File: config.mk
export PLATFORM = sky130hd
export DESIGN_NAME = booth_mul_seq
export DESIGN_NICKNAME = d
export VERILOG_FILES = /design/src/rtl/booth_mul_seq.sv
export SDC_FILE = /design/constraint.sdc
export NUM_CORES = 1
export LEC_CHECK = 0
export ABC_AREA = 1
export CAP_MARGIN = 25
export CELL_PAD_IN_SITES_DETAIL_PLACEMENT = 1
export CELL_PAD_IN_SITES_GLOBAL_PLACEMENT = 2
export CORE_MARGIN = 4
export CORE_UTILIZATION = 35
export CTS_CLUSTER_SIZE = 14
export DETAILED_ROUTE_END_ITERATION = 8
export GPL_TIMING_DRIVEN = 1
export PLACE_DENSITY_LB_ADDON = 0.1
export SKIP_CTS_REPAIR_TIMING = 1
export SLEW_MARGIN = 40
export SYNTH_ARGS = -nofsm -noshare
export SYNTH_HDL_FRONTEND = slang
export SYNTH_SLANG_ARGS = --single-unit
export TNS_END_PERCENT = 5
File: constraint.sdc
create_clock -name clk -period 11.4 [get_ports clk]
set_input_delay 2.85 -clock clk [delete_from_list [all_inputs] [get_ports clk]]
set_output_delay 2.85 -clock clk [all_outputs]
set_load 0.005 [all_outputs]
File: src/rtl/booth_mul_seq.sv
// Sequential radix-4 Booth multiplier: one Booth digit per clock, signed or unsigned
// operands, start/busy/done handshake, 2*WIDTH-bit product on registered HI/LO.
module booth_mul_seq #(
  parameter int WIDTH = 32
) (
  input  logic             clk,
  input  logic             clr,
  input  logic             start,
  input  logic             signed_op,
  input  logic [WIDTH-1:0] A,
  input  logic [WIDTH-1:0] B,
  output logic             busy,
  output logic             done,
  output logic [WIDTH-1:0] HI,
  output logic [WIDTH-1:0] LO
);

  localparam int E  = WIDTH + 2;
  localparam int N  = E / 2;
  localparam int PW = E + 2;
  localparam int SW = PW + E + 1;
  localparam int CW = $clog2(N + 1);

  typedef enum logic [1:0] {
    IDLE = 2'd0,
    RUN  = 2'd1,
    DONE = 2'd2
  } state_t;

  state_t          state_q, state_d;
  logic [E-1:0]    m_q, m_d;
  logic [PW-1:0]   p_q, p_d;
  logic [E-1:0]    q_q, q_d;
  logic            qm1_q, qm1_d;
  logic [CW-1:0]   cnt_q, cnt_d;
  logic            busy_q, busy_d;
  logic            done_q, done_d;
  logic [WIDTH-1:0] hi_q, hi_d;
  logic [WIDTH-1:0] lo_q, lo_d;

  logic [PW-1:0]   m_ext_s;
  logic [PW-1:0]   addend_s;
  logic [PW-1:0]   p_sum_s;
  logic [SW-1:0]   shr_s;
  logic [2:0]      triplet_s;
  logic [E-1:0]    a_ext_s;
  logic [E-1:0]    b_ext_s;

  // Booth digit decode, add into P, then arithmetic shift of {P,Q,q-1} by two.
  always_comb begin
    triplet_s = {q_q[1:0], qm1_q};
    m_ext_s   = {{2{m_q[E-1]}}, m_q};
    case (triplet_s)
      3'b001, 3'b010: addend_s = m_ext_s;
      3'b011:         addend_s = {m_ext_s[PW-2:0], 1'b0};
      3'b100:         addend_s = ~{m_ext_s[PW-2:0], 1'b0} + {{(PW-1){1'b0}}, 1'b1};
      3'b101, 3'b110: addend_s = ~m_ext_s + {{(PW-1){1'b0}}, 1'b1};
      default:        addend_s = {PW{1'b0}};
    endcase
    p_sum_s = p_q + addend_s;
    shr_s   = {{2{p_sum_s[PW-1]}}, p_sum_s, q_q[E-1:1]};
    // Extension by two bits keeps unsigned operands positive inside the Booth recoding.
    a_ext_s = signed_op ? {{2{A[WIDTH-1]}}, A} : {2'b00, A};
    b_ext_s = signed_op ? {{2{B[WIDTH-1]}}, B} : {2'b00, B};
  end

  // Next-state and datapath control.
  always_comb begin
    state_d = state_q;
    m_d     = m_q;
    p_d     = p_q;
    q_d     = q_q;
    qm1_d   = qm1_q;
    cnt_d   = cnt_q;
    hi_d    = hi_q;
    lo_d    = lo_q;
    case (state_q)
      IDLE, DONE: begin
        if (start) begin
          m_d     = a_ext_s;
          p_d     = {PW{1'b0}};
          q_d     = b_ext_s;
          qm1_d   = 1'b0;
          cnt_d   = {CW{1'b0}};
          state_d = RUN;
        end else begin
          state_d = IDLE;
        end
      end
      RUN: begin
        p_d   = shr_s[SW-1:E+1];
        q_d   = shr_s[E:1];
        qm1_d = shr_s[0];
        cnt_d = cnt_q + {{(CW-1){1'b0}}, 1'b1};
        if (cnt_q == CW'(N - 1)) begin
          // Product bit j sits at shr_s[j+1]; q-1 occupies bit 0.
          hi_d    = shr_s[2*WIDTH:WIDTH+1];
          lo_d    = shr_s[WIDTH:1];
          state_d = DONE;
        end else begin
          state_d = RUN;
        end
      end
      default: state_d = IDLE;
    endcase
    busy_d = (state_d == RUN);
    done_d = (state_d == DONE);
  end

  // State, datapath and output registers.
  always_ff @(posedge clk or posedge clr) begin
    if (clr) begin
      state_q <= IDLE;
      m_q     <= {E{1'b0}};
      p_q     <= {PW{1'b0}};
      q_q     <= {E{1'b0}};
      qm1_q   <= 1'b0;
      cnt_q   <= {CW{1'b0}};
      busy_q  <= 1'b0;
      done_q  <= 1'b0;
      hi_q    <= {WIDTH{1'b0}};
      lo_q    <= {WIDTH{1'b0}};
    end else begin
      state_q <= state_d;
      m_q     <= m_d;
      p_q     <= p_d;
      q_q     <= q_d;
      qm1_q   <= qm1_d;
      cnt_q   <= cnt_d;
      busy_q  <= busy_d;
      done_q  <= done_d;
      hi_q    <= hi_d;
      lo_q    <= lo_d;
    end
  end

  assign busy = busy_q;
  assign done = done_q;
  assign HI   = hi_q;
  assign LO   = lo_q;

endmodule

Word level (Yosys, flattened, before mapping) --
Cells that the tools add are included.
Storage, ports and cells: register bits 178, bits of input ports 68, word-level logic and storage cells 50
Cells by class: bitwise operators 2, equality and inequality tests 12, mux-type cells 14, add/subtract/negate cells 4, reduce and logical (&&, ||, !) cells 8
Operators with widths (number):
- case mux 36 bit (4 select lines) | 1
- 2-to-1 mux 34 bit | 3
- adder 36 x 1 -> 36 bit (second input constant) | 2
- inverter 36 bit | 2
- case mux 36 bit (2 select lines) | 1
- case mux 34 bit (2 select lines) | 1
- adder 36 bit | 1
- 2-to-1 mux 36 bit | 1
- case mux 5 bit (2 select lines) | 1
- equality test 3 bit (second input constant) | 3
- equality test 3 x 2 -> 1 bit (second input constant) | 2
- AND reduction 2 bit | 3
- OR reduction 2 bit | 3
- adder 5 x 1 -> 5 bit (second input constant) | 1
- equality test 5 bit (second input constant) | 1
- 2-to-1 mux 5 bit | 1
- equality test 2 x 1 -> 1 bit (second input constant) | 2
- equality test 2 bit (second input constant) | 2
- case mux 2 bit (2 select lines) | 1
- equality test 3 x 1 -> 1 bit (second input constant) | 1
- zero test 2 bit | 1
- 2-to-1 mux 1 bit | 2
- 2-to-1 mux 2 bit | 1
- != test 2 bit (second input constant) | 1
- other kinds (2) | 2

Longest topological paths before layout --
depth after elaboration 5, mapped depth 24, gate-level depth less buffers 24

Worst setup path after synthesis --
Ideal clock, no wire load.
path kind input port to flip-flop, start point in start, end point reg m_q[30], data arrival time 3.681 ns, required time 11.267 ns, path buffers 2, stages 5, path slack 7.587 ns, cells stage by stage nand2_1 inv_2 clkbuf_1 clkbuf_1 o21ai_0
On the way: word-level cells in the longest chain between the ends 1
Ends and longest elaborated chain:
- start, declared | RTL line 8 | input logic start,
- AND reduction 2 bit (no source line)
- end signal, assigned | RTL line 114 | m_q <= {E{1'b0}};
- end signal, assigned | RTL line 125 | m_q <= m_d;
- end, declared | RTL line 31 | logic [E-1:0] m_q, m_d;
Every way passes these cells. A chain may end at the register's enable or synchronous reset.

Worst setup path in the final report --
start point in start, end point reg p_q[13]
On the way: word-level cells in the longest chain between the ends 2
Ends and longest elaborated chain:
- != test 2 bit (no source line)
- AND reduction 2 bit (no source line)
- end signal, assigned | RTL line 115 | p_q <= {PW{1'b0}};
- end signal, assigned | RTL line 126 | p_q <= p_d;
- end, declared | RTL line 32 | logic [PW-1:0] p_q, p_d;
Every way passes these cells.

==> impl_metrics.json <==
{
  "status": "complete, no violations",
  "synth.distinct_cells": 48,
  "hold_viol_final": 0,
  "drtPass1Iterations": 6,
  "synthFlopType": "dfrtp_1",
  "grt_max_degree": 100,
  "cts_max_path_buffers": 2,
  "timing.final.crit_share_pct": 37.2,
  "regArea_mm2": 0.00438,
  "wirelength_um": 34100,
  "cts_tree": "built",
  "hp-class": "register to register",
  "vias": 9887,
  "dp_hpwl_um": 26000,
  "clk-insertion-delay-late_ns": 0.44,
  "num_rows": 63,
  "yosys_warnings": 0,
  "path_clk_slew_ns": 0.07,
  "port_buffers": 133,
  "nFillCells": 3665,
  "die_area_mm2": 0.0332,
  "period_minus_slack_ns": 4.24,
  "drcViolationCount": 0,
  "synth_area_mm2": 0.0106,
  "die_w_um": 182,
  "numCtsBuffers": 17,
  "grt_pass1_vias": 10200,
  "synth_cells": 1436,
  "slew-limit-headroom_pct": 49.6,
  "drv_slew": 0,
  "ant_nets": 0,
  "clock_sinks": 175,
  "setup_viol": 0,
  "dieHeight_um": 182,
  "syn_avg_cell_area_um2": 7.39,
  "cp_data_required_time_ns": 11.73,
  "grtUsageTotal_pct": 20.8,
  "gp_congestion": 0.859,
  "syn_to_final_growth_pct": 22.0,
  "synthArstFlopShare_pct": 100,
  "max-cap-violations": 0,
  "n_antenna_cell": 0,
  "dr.first_iter.drc_count": 526,
  "synth_edf_count": 0,
  "fp.coreArea_mm2": 0.0298,
  "wl_per_cell_um": 17.5,
  "cts_root_buf": "clkbuf_16",
  "via_per_inst": 5.07,
  "overflow": 0,
  "rsz0062_at_grt": "no",
  "cp-end-kind": "register",
  "syn_nets": 1543,
  "finClkSkew_ns": 0.0155,
  "boundaryPins": 134,
  "cp.arrival_ns": 4.57,
  "drive_above_1_share_pct": 5.12,
  "grt_pass1_wl_um": 56000,
  "tightest_slew_ns": 0.755,
  "h-tree-depth": 4,
  "nNetsFinal": 1656,
  "initial_core_util_pct": 35.6,
  "multi_input_area_mm2": 0.00547,
  "ys_seq_area_share_pct": 41.2,
  "path_class": "input port to register",
  "start_kind": "input port",
  "worst-path-max-fanout": 40,
  "setup_tns_ns": 0,
  "ys_seq_elements": 175,
  "antenna_found_initial": 0,
  "fmax_mhz": 236
}
[cell type report]
cell class,count,share of cell area (%)
Clock buffer,19,3.42
Clock inverter,13,1.19
Inverter,160,4.69
Multi-Input combinational cell,1052,42.2
Sequential cell,175,33.8
Tap cell,390,3.77
Timing Repair Buffer,143,10.9
[cell usage in the layout, fill, tap and decap left out, types with 4 or more instances in the layout]
master	instances
nand2_1	456
dfrtp_1	175
inv_1	153
clkdlybuf4s50_1	133
o21ai_0	124
nor2_1	96
nand3_1	82
a21oi_1	50
ha_1	38
xor2_1	31
o221ai_1	30
nand4_1	19
clkbuf_16	17
nor3_1	13
nand3b_1	13
o22ai_1	10
nor2_2	9
xnor2_1	8
buf_4	8
o2111ai_1	7
nor4_1	6
nand3_2	5
o21ai_1	5
o21bai_1	5
clkinv_4	5
o211ai_1	4
or2_2	4
a221o_1	4
[worst max-delay path, cell delays in order]
cell and delay (ns):
clkdlybuf4s50_1 0.45, nand2_1 0.11, nand2_1 0.10, buf_4 0.37, inv_1 0.08, buf_4 0.29
a22o_1 0.28
[path summary, 6_finish.rpt]
path / from / endpoint / slack (ns) / cells after the start
hold / removal: HI[20] / HI[20] / 0.48 / 2
hold reg to reg: HI[20] / HI[20] / 0.48 / 2
max in group asynchronous: clr / p_q[28] / 7.44 / 3
setup / recovery: start / p_q[13] / 7.16 / 7
setup reg to reg: q_q[0] / HI[29] / 7.23 / 18
min in group asynchronous: clr / cnt_q[4] / 2.88 / 2
[registers in the layout (all words and copies together), names as in the netlist]
register / flops
qm1_q: 1
busy: 1
HI: 32
p_q: 34
LO: 32
m_q: 33
state_q: 2
done: 1
cnt_q: 5
q_q: 34
[through the flow]
stage                     hold slack (ns)  utilization, %  setup slack, ns  instance area [um2]  cells
after CTS                           0.484            43.5             7.15                13000   1952
after floorplan                     0.446               -             3.80                10600   1436
after global routing                0.506            43.5             6.74                13000   1952
final                               0.482            43.5             7.16                13000   1952
after detailed placement            0.464            41.5             6.66                12400   1920
after global placement              0.464            41.4             6.71                12300   1920
[cells by family (layout without fill, tap and decap cells)]
family | count (synthesis) | after routing | share of synthesized area (%)
and+or+nand+nor | 718 | 718 | 29.0
AOI/OAI and AO/OA | 255 | 255 | 14.3
buffers and inverters | 209 | 335 | 7.47
DFF | 175 | 175 | 41.2
adders and majority gates | 39 | 39 | 4.67
xor gates and xnor gates | 39 | 39 | 3.22
muxes | 1 | 1 | 0.0943
[cells in the mapped netlist (5+ instances only)]
| master | instances | area share [%] |
|---|---|---|
| nor2_1 | 101 | 3.6 |
| dfrtp_1 | 175 | 41 |
| o221ai_1 | 30 | 2.5 |
| a21oi_1 | 50 | 2.4 |
| o2111ai_1 | 7 | 0.58 |
| buf_2 | 6 | 0.28 |
| o21ai_1 | 5 | 0.24 |
| o21bai_1 | 5 | 0.35 |
| nand3b_1 | 13 | 0.92 |
| ha_1 | 38 | 4.5 |
| o22ai_1 | 10 | 0.59 |
| nand2_1 | 456 | 16 |
| nand4_1 | 19 | 1.1 |
| nor3_1 | 13 | 0.61 |
| nand3_2 | 5 | 0.47 |
| clkbuf_1 | 42 | 1.5 |
| inv_1 | 154 | 5.4 |
| xor2_1 | 31 | 2.6 |
| nand3_1 | 83 | 3.9 |
| xnor2_1 | 8 | 0.66 |
| o21ai_0 | 124 | 5.8 |
| nor4_1 | 6 | 0.35 |
[layer usage]
| layer | part of all wire [%] | up-vias | wire [um] | GRT usage, % |
|---|---|---|---|---|
| met5 | 0 | - | 0 | 0 |
| met4 | 2.4 | 0 | 816 | 6.36 |
| li1 | - | 4946 | - | - |
| met1 | 48 | 4755 | 16300 | 28.4 |
| met2 | 47 | 159 | 16000 | 34.8 |
| met3 | 2.9 | 27 | 978 | 2.45 |
Power is left out: the tool's default activity adds up to more than one toggle a clock period on the data nets, which glitch-free logic cannot reach.
